**src/rtl/afifo_wr_arb_pkg.sv**
```systemverilog
// Shared types and helpers for the async-FIFO write-side arbiter.
// Also carries the reference round-robin pick function used outside the RTL datapath.
package afifo_wr_arb_pkg;

  typedef enum logic {ARB_IDLE, ARB_GRANT} arb_state_e;

  localparam int STAT_W = 16;

  // Reference pick: first set request searching upward from ptr+1, wrapping modulo n.
  function automatic int unsigned rr_next(input logic [7:0] req, input int unsigned ptr,
                                          input int unsigned n);
    int unsigned idx;
    rr_next = ptr;
    for (int k = int'(n); k >= 1; k--) begin
      idx = (ptr + int'(k)) % n;
      if (req[idx]) begin
        rr_next = idx;
      end
    end
  endfunction

endpackage

```
**src/rtl/afifo_wr_arbiter_picker.sv**
```systemverilog
// Combinational round-robin picker: lowest requester above rr_ptr, else lowest overall.
module rr_priority_picker
  import afifo_wr_arb_pkg::*;
#(
  parameter int N = 4,
  localparam int IW = (N > 1) ? $clog2(N) : 1
) (
  input  logic [N-1:0]  req,
  input  logic [IW-1:0] rr_ptr,
  output logic [IW-1:0] pick,
  output logic          any_req
);

  logic [N-1:0] mask_s;
  logic [N-1:0] masked_s;
  logic [N-1:0] src_s;

  // Mask off requesters at or below the pointer, fall back to the full vector when empty
  always_comb begin
    mask_s = '0;
    for (int i = 0; i < N; i++) begin
      mask_s[i] = (IW'(i) > rr_ptr);
    end
    masked_s = req & mask_s;
    src_s    = (|masked_s) ? masked_s : req;
    pick     = '0;
    for (int i = N - 1; i >= 0; i--) begin
      if (src_s[i]) begin
        pick = IW'(i);
      end else begin
        pick = pick;
      end
    end
    any_req = |req;
  end

endmodule

```
**src/rtl/afifo_wr_arbiter.sv**
```systemverilog
// Round-robin, burst-locking scheduler for the async FIFO write port (write clock domain).
// Optional per-requester statistics are enabled with the AFIFO_WR_ARB_STATS_EN macro.
module afifo_wr_arbiter
  import afifo_wr_arb_pkg::*;
#(
  parameter int NUM_REQ    = 4,
  parameter int DATA_WIDTH = 8,
  parameter int BURST_MAX  = 4,
  localparam int ID_W  = (NUM_REQ > 1) ? $clog2(NUM_REQ) : 1,
  localparam int CNT_W = $clog2(BURST_MAX + 1)
) (
  input  logic                          wclk,
  input  logic                          wrst_n,
  input  logic [NUM_REQ-1:0]            req_valid,
  input  logic [NUM_REQ*DATA_WIDTH-1:0] req_data,
  input  logic [NUM_REQ-1:0]            req_last,
  output logic [NUM_REQ-1:0]            req_ready,
  input  logic                          wfull,
  output logic                          winc,
  output logic [DATA_WIDTH-1:0]         wdata,
  output logic [ID_W-1:0]               grant_id,
  output logic                          busy
`ifdef AFIFO_WR_ARB_STATS_EN
  ,
  output logic [NUM_REQ*STAT_W-1:0]     stat_beats,
  output logic [STAT_W-1:0]             stat_full_stall
`endif
);

  arb_state_e            state_r;
  logic [ID_W-1:0]       grant_id_r;
  logic [ID_W-1:0]       rr_ptr_r;
  logic [CNT_W-1:0]      beat_cnt_r;
  logic [ID_W-1:0]       pick_s;
  logic                  any_req_s;
  logic                  in_grant_s;
  logic                  g_valid_s;
  logic                  g_last_s;
  logic [DATA_WIDTH-1:0] g_data_s;
  logic                  xfer_s;
  logic                  exit_s;

  rr_priority_picker #(.N(NUM_REQ)) u_picker (
    .req     (req_valid),
    .rr_ptr  (rr_ptr_r),
    .pick    (pick_s),
    .any_req (any_req_s)
  );

  // Select the current owner's beat and decide transfer / release for this cycle
  always_comb begin
    g_valid_s = 1'b0;
    g_last_s  = 1'b0;
    g_data_s  = '0;
    for (int i = 0; i < NUM_REQ; i++) begin
      g_valid_s = g_valid_s | ((grant_id_r == ID_W'(i)) & req_valid[i]);
      g_last_s  = g_last_s  | ((grant_id_r == ID_W'(i)) & req_last[i]);
      g_data_s  = g_data_s  | ((grant_id_r == ID_W'(i)) ? req_data[i*DATA_WIDTH +: DATA_WIDTH]
                                                         : {DATA_WIDTH{1'b0}});
    end
    in_grant_s = (state_r == ARB_GRANT);
    // wfull gates the transfer combinationally so winc never overlaps a full cycle
    xfer_s = in_grant_s & g_valid_s & ~wfull;
    exit_s = in_grant_s & (~g_valid_s |
             (xfer_s & (g_last_s | (beat_cnt_r == CNT_W'(BURST_MAX - 1)))));
  end

  // Write-port drive: only the owner can be acknowledged, and only on a transfer
  always_comb begin
    winc  = xfer_s;
    wdata = xfer_s ? g_data_s : {DATA_WIDTH{1'b0}};
    for (int i = 0; i < NUM_REQ; i++) begin
      req_ready[i] = xfer_s & (grant_id_r == ID_W'(i));
    end
  end

  assign grant_id = grant_id_r;
  assign busy     = in_grant_s;

  // Arbitration FSM: pick in IDLE, stream beats in GRANT, rotate pointer on release
  always_ff @(posedge wclk or negedge wrst_n) begin
    if (!wrst_n) begin
      state_r    <= ARB_IDLE;
      grant_id_r <= '0;
      beat_cnt_r <= '0;
      rr_ptr_r   <= ID_W'(NUM_REQ - 1);
    end else begin
      case (state_r)
        ARB_IDLE: begin
          if (any_req_s) begin
            grant_id_r <= pick_s;
            beat_cnt_r <= '0;
            state_r    <= ARB_GRANT;
          end
        end
        ARB_GRANT: begin
          if (xfer_s) begin
            beat_cnt_r <= beat_cnt_r + CNT_W'(1);
          end
          if (exit_s) begin
            rr_ptr_r <= grant_id_r;
            state_r  <= ARB_IDLE;
          end
        end
        default: begin
          state_r <= ARB_IDLE;
        end
      endcase
    end
  end

`ifdef AFIFO_WR_ARB_STATS_EN
  logic [STAT_W-1:0] stat_beats_r [NUM_REQ];
  logic [STAT_W-1:0] stat_full_stall_r;

  // Saturating usage counters, cleared only by the hardware reset
  always_ff @(posedge wclk or negedge wrst_n) begin
    if (!wrst_n) begin
      for (int i = 0; i < NUM_REQ; i++) begin
        stat_beats_r[i] <= '0;
      end
      stat_full_stall_r <= '0;
    end else begin
      for (int i = 0; i < NUM_REQ; i++) begin
        if (xfer_s && (grant_id_r == ID_W'(i)) && (stat_beats_r[i] != {STAT_W{1'b1}})) begin
          stat_beats_r[i] <= stat_beats_r[i] + STAT_W'(1);
        end
      end
      if (in_grant_s && g_valid_s && wfull && (stat_full_stall_r != {STAT_W{1'b1}})) begin
        stat_full_stall_r <= stat_full_stall_r + STAT_W'(1);
      end
    end
  end

  // Flatten the per-requester counters onto the packed port
  always_comb begin
    stat_beats = '0;
    for (int i = 0; i < NUM_REQ; i++) begin
      stat_beats[i*STAT_W +: STAT_W] = stat_beats_r[i];
    end
  end

  assign stat_full_stall = stat_full_stall_r;
`else
`endif

endmodule

```
**config.mk**
```make
export PLATFORM = sky130hd
export DESIGN_NAME = afifo_wr_arbiter
export DESIGN_NICKNAME = d
export VERILOG_FILES = /design/src/rtl/afifo_wr_arb_pkg.sv /design/src/rtl/afifo_wr_arbiter_picker.sv /design/src/rtl/afifo_wr_arbiter.sv
export SDC_FILE = /design/constraint.sdc
export NUM_CORES = 1
export LEC_CHECK = 0
export ABC_AREA = 0
export CORE_MARGIN = 2
export CORE_UTILIZATION = 38
export CTS_BUF_LIST = sky130_fd_sc_hd__clkbuf_2
export DETAILED_ROUTE_END_ITERATION = 8
export PLACE_DENSITY_LB_ADDON = 0.2
export SYNTH_ARGS = -nofsm -noshare
export SYNTH_HDL_FRONTEND = slang
export SYNTH_SLANG_ARGS = --single-unit
```
**constraint.sdc**
```tcl
create_clock -name wclk -period 2.5 [get_ports wclk]
set_input_delay 0.25 -clock wclk [delete_from_list [all_inputs] [get_ports wclk]]
set_output_delay 0.25 -clock wclk [all_outputs]
set_load 0.005 [all_outputs]
```
# After elaboration in Yosys (flattened, before gate mapping)

Cells that the tools add are included.

Add/sub/neg operators: 1
$mul: 0
Div/mod/pow operators: 0
$lt $le $gt $ge: 4
Equality and inequality tests: 6
Shifts and indexed selects: 0
Multiplexer cells: 16
Bitwise gates (word level): 31
Reduce and logical (&&, ||, !) cells: 6

Operators with widths:

| cell                                                          | number |
|---|---|
| two-way mux 8 bit                                             | 5 |
| bitwise OR 8 bit                                              | 3 |
| bitwise AND 1 bit                                             | 16 |
| two-way mux 2 bit                                             | 4 |
| bitwise OR 1 bit                                              | 8 |
| OR reduction 4 bit                                            | 2 |
| two-way mux 3 bit                                             | 2 |
| one-hot mux 3 bit (2 select lines)                            | 1 |
| AND reduction 2 bit                                           | 3 |
| bitwise AND 4 bit                                             | 1 |
| equality test 2 bit (second input constant)                   | 2 |
| greater-than comparator 1 x 2 -> 1 bit (first input constant) | 2 |
| greater-than comparator 2 bit (first input constant)          | 2 |
| two-way mux 4 bit                                             | 1 |
| adder 3 x 1 -> 3 bit (second input constant)                  | 1 |
| equality test 3 x 2 -> 1 bit (second input constant)          | 1 |
| NOT 1 bit                                                     | 3 |
| equality test 2 x 1 -> 1 bit (second input constant)          | 1 |
| logical NOT 2 bit                                             | 1 |
| two-way mux 1 bit                                             | 2 |
| inequality test 2 x 1 -> 1 bit (second input constant)        | 1 |
| inequality test 2 bit (second input constant)                 | 1 |
| one-hot mux 1 bit (2 select lines)                            | 1 |

Register bits after elaboration: 8
Bits in latches: 0
Bits in writable memories: 0
Bits in read-only memories: 0
Input port bits: 43
Output and inout port bits: 16
Word-level logic and storage cells: 68
Memories kept: 0

# Longest topological paths before layout

Word-level depth: 12
Mapped depth: 6
Mapped depth without buffers: 6

# By module

From an unflattened synthesis, not the netlist that was laid out.

Cell total of the unflattened synthesis: 89
Area total of the unflattened synthesis: 864.6 um^2

Modules (own cells, without submodules):

| module             | times used | cells each | area each (um^2) | seq. area each (um^2) |
|---|---|---|---|---|
| afifo_wr_arbiter   | 1          | 75         | 785.8            | 202.7 |
| rr_priority_picker | 1          | 14         | 78.8             | 0.0 |

# Worst setup path before layout

Ideal clock, no wire load.

Path kind: flip-flop to output port
Start: register grant_id_r[0], in the netlist grant_id[0]
End: output req_ready[2]
Arrival: 1,403 ps
Data required time: 2,250 ps
Slack: 847 ps
Cell stages (with the launch flop): 6
Path buffers: 1
Path through: dfrtp_1 -> buf_6 -> mux4_2 -> nand3b_4 -> inv_2 -> and3_1

Word-level cells in the longest chain between the ends: 8
Elaborated cells on any way between the ends: 14
Classes of those cells: eq/ne (3); bitwise (10); reduce/logical (1)

RTL lines:

| element                                                           | RTL line               | source |
|---|---|---|
| start: declaration                                                | afifo_wr_arbiter.sv:31 | `logic [ID_W-1:0] grant_id_r;` |
| start signal: assignment                                          | afifo_wr_arbiter.sv:91 | `grant_id_r <= pick_s;` |
| equality test 2 x 1 -> 1 bit or logical NOT 2 bit (tied branches) | afifo_wr_arbiter.sv:56 | `g_valid_s = g_valid_s \| ((grant_id_r == ID_W'(i)) & req_valid[i]);` |
| bitwise AND 1 bit                                                 | afifo_wr_arbiter.sv:56 |  |
| bitwise OR 1 bit (2 in series)                                    | afifo_wr_arbiter.sv:56 |  |
| bitwise OR 1 bit (*)                                              | afifo_wr_arbiter.sv:56 |  |
| bitwise AND 1 bit (*) (2 in series)                               | afifo_wr_arbiter.sv:63 | `xfer_s = in_grant_s & g_valid_s & ~wfull;` |
| net winc                                                          | afifo_wr_arbiter.sv:19 | `output logic winc,` |
| bitwise AND 1 bit (*)                                             | afifo_wr_arbiter.sv:73 | `req_ready[i] = xfer_s & (grant_id_r == ID_W'(i));` |
| end: declaration                                                  | afifo_wr_arbiter.sv:17 | `output logic [NUM_REQ-1:0] req_ready,` |

Mark *: on every way through the listed nets, which the timed path passes. The rest lies on a longest branch.

# Worst setup path in the final report

Start: input req_valid[3]
End: output req_ready[2]

Word-level cells in the longest chain between the ends: 5

RTL lines:

| element                         | RTL line               | source |
|---|---|---|
| start: declaration              | afifo_wr_arbiter.sv:14 | `input logic [NUM_REQ-1:0] req_valid,` |
| bitwise AND 1 bit               | afifo_wr_arbiter.sv:56 |  |
| bitwise OR 1 bit                | afifo_wr_arbiter.sv:56 |  |
| bitwise AND 1 bit (2 in series) | afifo_wr_arbiter.sv:63 |  |
| bitwise AND 1 bit               | afifo_wr_arbiter.sv:73 |  |

No other way between the ends.

==> run_results.csv <==
group,metric,value,unit
pwr,ir_drop,555,uV
timing,skew,0.0104,ns
yosys,postSynthAreaPerCell,10.8,um^2
pwr,clkPwrFrac,0.076,
grt,grt_overflow,0,
grt,grt_pass1_vias,754,
pwr,sequentialPowerShare,0.242,
floorplan,die_h,49.9,um
yosys,synth_fp_nets,119,
worst_setup_path,worstPathRequired,2.25,ns
yosys,ys_ff_latch,8,
clock_tree,root_buffer,"clkbuf_2",
worst_setup_path,cp_data_arrival_time,2.14,ns
outcome,outcome,"finished clean",
floorplan,core_area,1980,um^2
yosys,seq_area_frac_synth,0.253,
worst_setup_path,crit_type,"in2out",
finish,diodes,0,
detailed_routing,drt-vias-per-instance,5.19,
timing,period_needed,2.39,ns
timing,slew_violations,0,
floorplan,dieArea,2490,um^2
yosys,synth_top_cell_by_area,"mux4_2",
pwr,power.internal,0.678,mW
yosys,yosysWarnings,0,
detailed_routing,drtIter0Drc,13,
yosys,ys_types,29,
clock_tree,cts_buffers,3,
clock_tree,postCtsSetupBuffers,0,
finish,drive_above_1_share,0.156,
placed_design,io_buffers,58,
timing,worstMarginPinSlew,0.413,ns
floorplan,io_pins,59,
placed_design,dp_slack,0.112,ns
finish,syn_to_final_growth,76.4,%
clock_tree,cts-resized-gates,0,
pwr,p_leak,0.579,nW
timing,setup_tns,0,ns
detailed_routing,drc,0,
finish,layoutNonFillerInstCount,162,
grt,grt_max_degree,18,
floorplan,row_count,16,
yosys,synth_area,801,um^2
placed_design,dp_hpwl,1850,um
hold_path,hold_path.class,"in2async",
clock_tree,clock_sinks,8,
timing,maxSlewHeadroom,0.725,
yosys,synth_top_area_frac,0.197,
clock_tree,htreeDepth,1,
timing,holdWs,0.270,ns
finish,fin_util,0.713,
clock_tree,cts_buffer_depth,2,
timing,postLayoutSetupSlackWorst,0.110,ns
worst_setup_path,crit_path_end_kind,"primary output",
finish,nFillCells,150,
timing,final_hold_viol_count,0,
job,cap_violations,0,
timing,final-setup-viol-count,0,
clock_tree,cts_hold_buffers,0,
detailed_routing,dr.pass1.iters,4,
detailed_routing,routed_wl,2200,um
worst_setup_path,critPathLaunchType,"primary input",
detailed_routing,wl_per_cell,13.5,um
yosys,synthCells,74,
timing,period_share,0.956,
pwr,powerDensity,753,nW/um^2
yosys,ys_top_cells_by_area,"mux4_2, dfrtp_1, dfstp_2, mux4_1, nor2b_1",
grt,grt_pass1_wl,3450,um
finish,nets,181,
timing,rsz0062_at_grt,"no",
floorplan,initial_utilization,0.404,
clock_tree,cts_tree,"built",
clock_tree,clk_latency,0.23,ns
pwr,p_switching,0.386,mW
grt,antenna_found_initial,0,
timing,max_freq,418,MHz
clock_tree,path_clk_slew,0.07,ns
pwr,power.share.switching,0.363,
detailed_routing,final_antenna_net_count,0,
worst_setup_path,cp_max_fo,12,
detailed_routing,route.vias.total,840,
grt,track_usage,0.179,
pwr,p_comb_frac,0.681,
placed_design,dpl.cell_count,158,
floorplan,die_width,49.9,um
placed_design,gp_congestion,0.846,
cells in the final DEF (no fill, tap or decap), types with 3 or more instances in the layout:
master	instances
o21ai_0	4
clkbuf_2	4
nand3_1	4
clkdlybuf4s50_1	58
buf_4	4
inv_1	4
mux4_2	7
nand2b_1	3
dfrtp_1	6
nor2_1	4
o21ai_1	3
nor2b_1	8
cell usage after synthesis:
master,number
buf_6,3
clkbuf_8,1
nor2b_1,8
mux2i_1,2
and2b_1,1
dfstp_2,2
dfrtp_1,6
mux4_2,7
a22oi_1,1
o21ai_2,1
o221ai_1,1
buf_2,1
ha_1,2
nor2_1,4
mux4_1,2
nand3b_4,1
nand2b_1,3
a221oi_1,1
a21o_1,1
inv_1,4
inv_2,2
nor3_1,2
and3_1,2
o21ai_0,4
o211ai_1,1
nand3_1,4
o21ai_1,3
mux2_1,2
nand2_1,2
final cells by class:
class | count | area (um^2) | area share
repair buffers | 62 | 611 | 0.432
multi-input cells | 55 | 523 | 0.370
flip-flops and latches | 8 | 203 | 0.143
well taps | 27 | 33.8 | 0.0239
inverters | 6 | 22.5 | 0.0159
clock buffers | 4 | 20.0 | 0.0142
power groups by stage:
stage / Clock [mW] / Sequential [mW] / Combinational [mW]
floorplan: 0 / 0.246 / 0.488
global placement: 0 / 0.254 / 0.715
detailed placement: 0 / 0.257 / 0.729
CTS: 0.0864 / 0.255 / 0.730
finish: 0.0813 / 0.258 / 0.725
global route: 0.0941 / 0.264 / 0.786
metal layers:
| metal | vias up | wire length, um | GRT usage |
|---|---|---|---|
| met2 | 44 | 1090 | 0.322 |
| met4 | 0 | 14 | 0.0417 |
| li1 | 396 | - | - |
| met5 | - | 0 | 0 |
| met1 | 398 | 896 | 0.213 |
| met3 | 2 | 198 | 0.0455 |
flip-flops by register name (all words and copies together), names as in the netlist:
name        cells
beat_cnt_r      3
rr_ptr_r        2
grant_id        2
busy            1
critical path, cell delays in order:
cell	delay, ns
clkdlybuf4s50_1	0.49
mux4_2	0.56
nand3b_4	0.17
inv_2	0.05
and3_1	0.17
clkdlybuf4s50_1	0.44
worst paths after layout:
| check | end | cells past startpoint | slack [ns] | start |
|---|---|---|---|---|
| setup / recovery | req_ready[2] | 6 | 0.11 | req_valid[3] |
| hold / removal | beat_cnt_r[1] | 1 | 0.27 | wrst_n |
| setup reg to reg | rr_ptr_r[0] | 6 | 0.73 | beat_cnt_r[0] |
| hold reg to reg | beat_cnt_r[0] | 1 | 0.49 | beat_cnt_r[0] |
| max in group asynchronous | rr_ptr_r[1] | 1 | 1.93 | wrst_n |
| min in group wclk | beat_cnt_r[0] | 1 | 0.49 | beat_cnt_r[0] |
logic make-up after synthesis:
group                    Yosys count  share of synthesized area
flip-flops                         8                      0.253
AND/OR/NAND/NOR                   27                      0.202
buffers and inverters             11                     0.0937
AO/OA/AOI/OAI                     13                      0.105
multiplexers                      13                      0.316
adder cells (fa/ha/maj)            2                     0.0312
stage by stage:
| step | power (mW) | instance area (um^2) |
|---|---|---|
| after floorplan | 0.734 | 801 |
| after global placement | 0.969 | 1390 |
| after detailed placement | 0.986 | 1390 |
| after CTS | 1.07 | 1410 |
| after global routing | 1.14 | 1410 |
| final | 1.06 | 1410 |
Note: power is estimated with default switching activity, not from simulation.
